--- config.mk ---
export PLATFORM = sky130hd
export DESIGN_NAME = encoder_4to2_rr_flat
export DESIGN_NICKNAME = d
export VERILOG_FILES = /design/src/rtl/encoder_4to2_rr_if.sv /design/src/rtl/encoder_4to2_rr.sv /design/src/flat_wrapper.sv
export SDC_FILE = /design/constraint.sdc
export NUM_CORES = 1
export LEC_CHECK = 0
export ABC_AREA = 1
export CAP_MARGIN = 10
export CORE_MARGIN = 2
export CORE_UTILIZATION = 44
export DETAILED_ROUTE_END_ITERATION = 6
export GPL_ROUTABILITY_DRIVEN = 0
export GPL_TIMING_DRIVEN = 1
export PLACE_DENSITY = 0.79
export SLEW_MARGIN = 20
export SYNTH_ARGS = -nofsm -noshare
export SYNTH_HDL_FRONTEND = slang
export SYNTH_SLANG_ARGS = --single-unit
--- constraint.sdc ---
create_clock -name clk -period 1.4 [get_ports clk]
set_input_delay 0.21 -clock clk [delete_from_list [all_inputs] [get_ports clk]]
set_output_delay 0.21 -clock clk [all_outputs]
set_load 0.005 [all_outputs]
--- src/rtl/encoder_4to2_rr_if.sv ---
// Request/grant bundle for the registered 4-to-2 encoder.
// master drives requests and accepts codes; slave is the encoder.
interface encoder_4to2_rr_if;
  logic       enable;
  logic [3:0] req;
  logic       out_ready;
  logic [1:0] code;
  logic       out_valid;
  logic       multi;
  logic [3:0] onehot;

  modport master (
    output enable, req, out_ready,
    input  code, out_valid, multi, onehot
  );

  modport slave (
    input  enable, req, out_ready,
    output code, out_valid, multi, onehot
  );
endinterface

--- src/rtl/encoder_4to2_rr.sv ---
// Registered 4-to-2 encoder with round-robin or fixed priority.
// The granted index is held under a valid/ready handshake.
module encoder_4to2_rr #(
  parameter bit         RR_EN     = 1'b1,
  parameter logic [1:0] PTR_RESET = 2'b00
) (
  input logic              clk,
  input logic              rst,
  encoder_4to2_rr_if.slave bus
);

  typedef enum logic {IDLE, HOLD} state_t;

  state_t     state;
  logic [1:0] ptr;
  logic [1:0] code_q;
  logic       valid_q;
  logic       multi_q;
  logic [3:0] onehot_q;

  logic [1:0] win;
  logic [1:0] idx;
  logic       found;
  logic       many;

  // Scan starts at ptr for round-robin; at index 0 for fixed priority.
  always_comb begin
    win   = '0;
    idx   = '0;
    found = 1'b0;
    for (int unsigned i = 0; i < 4; i++) begin
      idx = RR_EN ? 2'(ptr + 2'(i)) : 2'(i);
      if (!found && bus.req[idx]) begin
        win   = idx;
        found = 1'b1;
      end
    end
  end

  assign many = (bus.req & (bus.req - 4'd1)) != 4'd0;

  always_ff @(posedge clk) begin
    if (rst) begin
      state    <= IDLE;
      ptr      <= PTR_RESET;
      code_q   <= '0;
      valid_q  <= 1'b0;
      multi_q  <= 1'b0;
      onehot_q <= '0;
    end else begin
      case (state)
        IDLE: begin
          if (!bus.enable && found) begin
            code_q   <= win;
            onehot_q <= 4'b0001 << win;
            multi_q  <= many;
            valid_q  <= 1'b1;
            state    <= HOLD;
          end
        end
        HOLD: begin
          // out_valid is always 1 here, so out_ready alone means acceptance.
          if (bus.out_ready) begin
            valid_q  <= 1'b0;
            onehot_q <= '0;
            multi_q  <= 1'b0;
            if (RR_EN) ptr <= code_q + 2'd1;
            state    <= IDLE;
          end
        end
        default: state <= IDLE;
      endcase
    end
  end

  assign bus.code      = code_q;
  assign bus.out_valid = valid_q;
  assign bus.multi     = multi_q;
  assign bus.onehot    = onehot_q;

endmodule

--- src/flat_wrapper.sv ---
// flat-port wrapper written by rule: the top's interface ports become plain ports
module encoder_4to2_rr_flat 
#(
  parameter bit         RR_EN     = 1'b1,
  parameter logic [1:0] PTR_RESET = 2'b00
)
  (clk, rst, bus_enable, bus_req, bus_out_ready, bus_code, bus_out_valid, bus_multi, bus_onehot);
  encoder_4to2_rr_if bus_i ();
  input logic clk;
  input logic rst;
  input wire logic [$bits(bus_i.enable)-1:0] bus_enable;
  input wire logic [$bits(bus_i.req)-1:0] bus_req;
  input wire logic [$bits(bus_i.out_ready)-1:0] bus_out_ready;
  output wire logic [$bits(bus_i.code)-1:0] bus_code;
  output wire logic [$bits(bus_i.out_valid)-1:0] bus_out_valid;
  output wire logic [$bits(bus_i.multi)-1:0] bus_multi;
  output wire logic [$bits(bus_i.onehot)-1:0] bus_onehot;
  assign bus_i.enable = bus_enable;
  assign bus_i.req = bus_req;
  assign bus_i.out_ready = bus_out_ready;
  assign bus_code = bus_i.code;
  assign bus_out_valid = bus_i.out_valid;
  assign bus_multi = bus_i.multi;
  assign bus_onehot = bus_i.onehot;
  encoder_4to2_rr #(.RR_EN(RR_EN), .PTR_RESET(PTR_RESET)) u_core (.clk(clk), .rst(rst), .bus(bus_i));
endmodule
### After elaboration in Yosys (flattened, before gate mapping)

Index checks and enable logic that the tools add are counted.

* bits of input ports: 8
* register bits after elaboration: 11
* word-level logic and storage cells: 59
* output and inout bits: 8

* shifts and indexed selects: 1
* eq/ne operators: 2
* add/subtract/negate cells: 5
* muxes and demuxes: 27
* magnitude comparators: 4
* reduce and logical (&&, ||, !) cells: 12
* bitwise gates (word level): 2

Operator list (count)
* 1-bit two-way mux: 13
* 2-bit by 3-bit < comparator with 1-bit output, second input constant: 4
* 1-bit binary-select mux with 2-bit select: 4
* 2-bit two-way mux: 4
* 4-bit two-way mux: 2
* 4-bit one-hot mux with 2 select lines: 1
* 1-bit one-hot mux with 2 select lines: 3
* 2-bit AND reduction: 3
* 2-bit by 1-bit adder with 2-bit output, second input constant: 2
* 2-bit adder, second input constant: 2
* 4-bit bitwise AND: 1
* 1-bit logical AND: 4
* 1-bit zero test: 4
* 4-bit nonzero test: 1
* 1-bit by 2-bit left shift with 4-bit output, first input constant: 1
* 4-bit by 1-bit subtractor with 4-bit output, second input constant: 1
* 2-bit by 1-bit inequality test with 1-bit output, second input constant: 1
* 2-bit inequality test, second input constant: 1
* 1-bit NOT: 1

### Depth between registers and ports, before layout

* depth in word-level cells: 15
* mapped depth: 12
* depth with buffers taken out: 12

### Least setup slack after synthesis

Ideal clock, no wire load.

* path kind: register to register
* start: reg u_core.ptr[0]
* end: reg u_core.code_q[0] (netlist: u_core.bus.code[0])
* arrival time: 1.306 ns
* stages on the path, launching flop included: 12
* setup slack: -0.034 ns
* library setup time: 0.128 ns
* period minus slack after synthesis: 1.434 ns
* data required time: 1.272 ns
* path buffers: 0
* cell sequence: dfxtp_1 > inv_2 > nand2_1 > nand2_2 > nand2_2 > nand2_4 > nor2_8 > nand3_2 > nand3_4 > nor2_2 > a21oi_1 > nor2_1

* longest elaborated chain between the ends: 14
* elaborated cells between the ends (all ways): 27
* classes of those cells: add/sub: 3; mux: 16; reduce/logical: 8

Ends and longest elaborated chain
* start: declaration: RTL line encoder_4to2_rr.sv:15 `logic [1:0] ptr;`
* start signal: assignment: RTL line encoder_4to2_rr.sv:67 `if (RR_EN) ptr <= code_q + 2'd1;`
* parallel branches: the longest is 14 deep, another holds 2-bit by 1-bit adder with 2-bit output
* end signal: assignment: RTL line encoder_4to2_rr.sv:54 `code_q <= win;`
* end: declaration: RTL line encoder_4to2_rr.sv:16 `logic [1:0] code_q;`

Parallel ways; which one is timed is not known. The select of a mux whose other input is x is not followed.
A chain may end at the register's enable or synchronous reset.

### Worst setup path in the final report

* start: in bus_req[1]
* end: reg u_core.onehot_q[3] (netlist: u_core.bus.onehot[3])

* longest elaborated chain between the ends: 15
* elaborated cells between the ends (all ways): 28
* classes of those cells: eq/ne: 1; shift: 1; mux: 18; reduce/logical: 8

Ends and longest elaborated chain
* start: declaration: RTL line flat_wrapper.sv:12 `input wire logic [$bits(bus_i.req)-1:0] bus_req;`
* 1-bit binary-select mux with 2-bit select: RTL line encoder_4to2_rr.sv:33 `if (!found && bus.req[idx]) begin`
* 1-bit two-way mux (implied by the code): RTL line encoder_4to2_rr.sv:33
* 1-bit two-way mux: RTL line encoder_4to2_rr.sv:33
* 1-bit zero test: RTL line encoder_4to2_rr.sv:33
* 1-bit logical AND: RTL line encoder_4to2_rr.sv:33
* 1-bit two-way mux: RTL line encoder_4to2_rr.sv:33
* 1-bit zero test: RTL line encoder_4to2_rr.sv:33
* 1-bit logical AND: RTL line encoder_4to2_rr.sv:33
* 1-bit two-way mux: RTL line encoder_4to2_rr.sv:33
* 1-bit zero test: RTL line encoder_4to2_rr.sv:33
* 1-bit logical AND: RTL line encoder_4to2_rr.sv:33
* 2-bit two-way mux / 1-bit two-way mux (equally long branches): RTL line encoder_4to2_rr.sv:33
* 1-bit by 2-bit left shift with 4-bit output / 1-bit logical AND (equally long branches): RTL line encoder_4to2_rr.sv:55, encoder_4to2_rr.sv:53
* 4-bit two-way mux / 2-bit by 1-bit inequality test with 1-bit output (equally long branches)
* 4-bit one-hot mux with 2 select lines / 2-bit AND reduction (equally long branches)
* end signal: assignment: RTL line encoder_4to2_rr.sv:55 `onehot_q <= 4'b0001 << win;`
* end: declaration: RTL line encoder_4to2_rr.sv:19 `logic [3:0] onehot_q;`

Parallel ways exist; a longest one is shown, timed or not. The select of a mux whose other input is x is not followed.

==> out/qor.csv <==
metric;value;unit
status;complete, but fails checks;
failing checks;setup timing;
MaxCap Viol Count;0;
DRT Wirelength;3120;um
Max Used Layer;met4;
reg2reg path depth;12;
CP endpoint kind;register;
die width;46.1;um
period utilization;1.23;
vias per std cell;5.87;
Tot GR Track Use;0.277;
switching power total;0.000484;W
placed wire-length estimate;1650;um
IO Count;16;
Synth area leaders;dfxtp_1 28%, nand2_1 20%, nand3_1 12%;
Crit Path Max Fanout;3;
Mean Syn Cell Area;6.24;um^2
post-synthesis cell count;125;
post-route ant nets;0;
Post-synth top cells;42 x nand2_1, 19 x nand3_1, 11 x a21oi_1, 11 x dfxtp_1, 10 x inv_1;
P&R area growth vs syn;76.4;%
CP arrival;1.91;ns
Met2 Wirelength;1510;um
ys flop type;dfxtp_1;
DR vias;1086;
Switching Fraction;0.399;
Post-Route M1 WL;1250;um
Final Skew;0.00289;ns
Post-CTS Hold Fix Bufs;0;
Worst Path Required;1.59;ns
Synth area leader;dfxtp_1;
wire per inst;16.9;um
clock network latency to the later pin of the worst-skew pair;0.27;ns
Seq/Total Area, Yosys;0.283;
Flop pwr share;0.307;
Seq cells post-synth;11;
crit path time final;1.72;ns
post-synth cell types;21;
CTS tree;built;
CTS Buf Count;3;
top achievable clock speed;583;MHz
DIE AREA;2120;um^2
number of synthesized flops with an enable pin;0;
iteration count of the initial detailed-routing pass;4;
row cnt;15;
cell with the most instances after synthesis;nand2_1;
Setup CP Type;in2reg;
Int Pwr;0.000727;W
Setup WS pre-CTS;-0.493;ns
Leak;0.624;nW
final setup margin;-0.317;ns
Die Y;46.1;um
RSZ-0062 raised after global routing;true;
Initial Utilization;0.461;
Synth top area share;0.283;
clock network power share;0.181;
first-pass GRT wire length;4170;um
DRT iter0 DRCs;54;
Final nets;177;
Cell Pwr Density;881;nW/um^2
CTS clock-pin slew for the worst setup and hold paths;0.07;ns
Post-Route Utilization;0.814;
worst-case clock buffer depth;2;
Sink Count;11;
relative slew slack;0.788;
final setup fails;9;
startpoint types;input port;
GR Overflow Total;0;
share of layout cells above drive strength 1;0.506;
CORE AREA;1690;um^2
CTS H-tree depth;1;
synthesized netlist net count;133;
Slew @ Worst Pin;0.317;ns
min-delay worst type;reg2reg;
Fillers;101;
final hold violation count;0;
Post-Syn Area;779;um^2
asr flop ratio synth;0;
Synthesis Warnings;0;
largest net degree at the start of global routing;10;
combinational share of power;0.512;
fin. max-slew vios;0;
met3 wire length;289;um
residual DRC count;0;
worst vdd ir;0.913;mV
vias in the first global route;967;
port buffer count;15;
diode count;0;
worst hold stages;2;
initial antenna violation count;0;
Root Buffer;clkbuf_4;
[worst paths after layout]
kind                   startpoint              endpoint  slack [ns]
max                    bus_req[1]  u_core.bus.onehot[3]       -0.32
min          u_core.bus.out_valid  u_core.bus.out_valid        0.47
max reg2reg         u_core.ptr[0]  u_core.bus.onehot[3]       -0.29
min reg2reg  u_core.bus.out_valid  u_core.bus.out_valid        0.47
[cell families (layout without fill, tap and decap cells)]
group           Yosys count  in the layout  share of synthesized area
compound gates           18             18                      0.122
xor+xnor                  1              1                     0.0112
buf+inv                  15             57                     0.0770
flops                    11             11                      0.283
simple gates             80             81                      0.507
[metrics by stage]
| stage | TNS (ns) | cell area (um^2) | total power, W | instances | hold slack [ns] |
|---|---|---|---|---|---|
| 2_1_floorplan | 0 | 796 | 0.000626 | 125 | 0.462 |
| 3_3_place_gp | -2.89 | 1070 | 0.000775 | 171 | 0.456 |
| 3_5_place_dp | -3.35 | 1070 | 0.000787 | 171 | 0.470 |
| 4_1_cts | -0.879 | 1240 | 0.00109 | 183 | 0.479 |
| 5_1_grt | -2.65 | 1380 | 0.00127 | 185 | 0.508 |
| 6_report | -1.97 | 1380 | 0.00121 | 185 | 0.473 |
[placed cells by master (no fill, tap or decap), types with 3 or more instances in the layout]
cell type | netlist | routed
a21oi_1 | 11 | 8
a21oi_2 | 0 | 3
buf_4 | 1 | 22
buf_6 | 0 | 3
clkbuf_4 | 0 | 3
clkdlybuf4s50_1 | 0 | 13
dfxtp_1 | 11 | 8
dfxtp_4 | 0 | 3
inv_1 | 10 | 6
inv_2 | 3 | 4
nand2_1 | 42 | 22
nand2_2 | 5 | 18
nand2_4 | 1 | 8
nand3_1 | 19 | 13
nand3_2 | 2 | 6
nand3_4 | 1 | 4
nor2_2 | 1 | 4
o21ai_0 | 4 | 3
[state kept, by name (all words and copies together), names as in the netlist]
register and flops:
u_core.state 1, u_core.bus.out_valid 1, u_core.ptr 2, u_core.bus.multi 1, u_core.bus.onehot 4, u_core.bus.code 2
[layout make-up]
class / count / area (um^2) / area share
clock buffers: 4 / 26.3 / 0.0191
repair buffers: 40 / 354 / 0.258
inverters: 13 / 61.3 / 0.0446
flip-flops and latches: 11 / 231 / 0.168
multi-input cells: 100 / 681 / 0.495
well taps: 17 / 21.3 / 0.0155
[critical path: stages]
cell	delay, ns
clkdlybuf4s50_1	0.50
inv_1	0.09
nand2_2	0.10
nand3_2	0.10
nand2_2	0.12
buf_4	0.14
nand3_2	0.11
nand2_1	0.09
nand2_1	0.08
nand2_2	0.09
nand3_1	0.10
a21oi_1	0.17
[power groups by stage]
stage	Combinational, W	Sequential, W	Clock, W
floorplan	0.000256	0.000370	0
global placement	0.000405	0.000370	0
detailed placement	0.000415	0.000372	0
CTS	0.000507	0.000367	0.000219
global route	0.000658	0.000375	0.000241
finish	0.000620	0.000372	0.000219
[routing by layer]
| layer | vias up | GRT usage |
|---|---|---|
| li1 | 498 | - |
| met1 | 513 | 0.370 |
| met2 | 65 | 0.422 |
| met3 | 10 | 0.0784 |
| met4 | 0 | 0.0971 |
| met5 | - | 0 |
[what timing repair did]
action / CTS / global route
buffers inserted: 7 / 2
endpoints found under the setup margin: 10 / 10
gates cloned: 1 / 0
gates resized for setup: 25 / 37
pin swaps: 13 / 13
No activity file was read; power rests on OpenSTA's default activity.
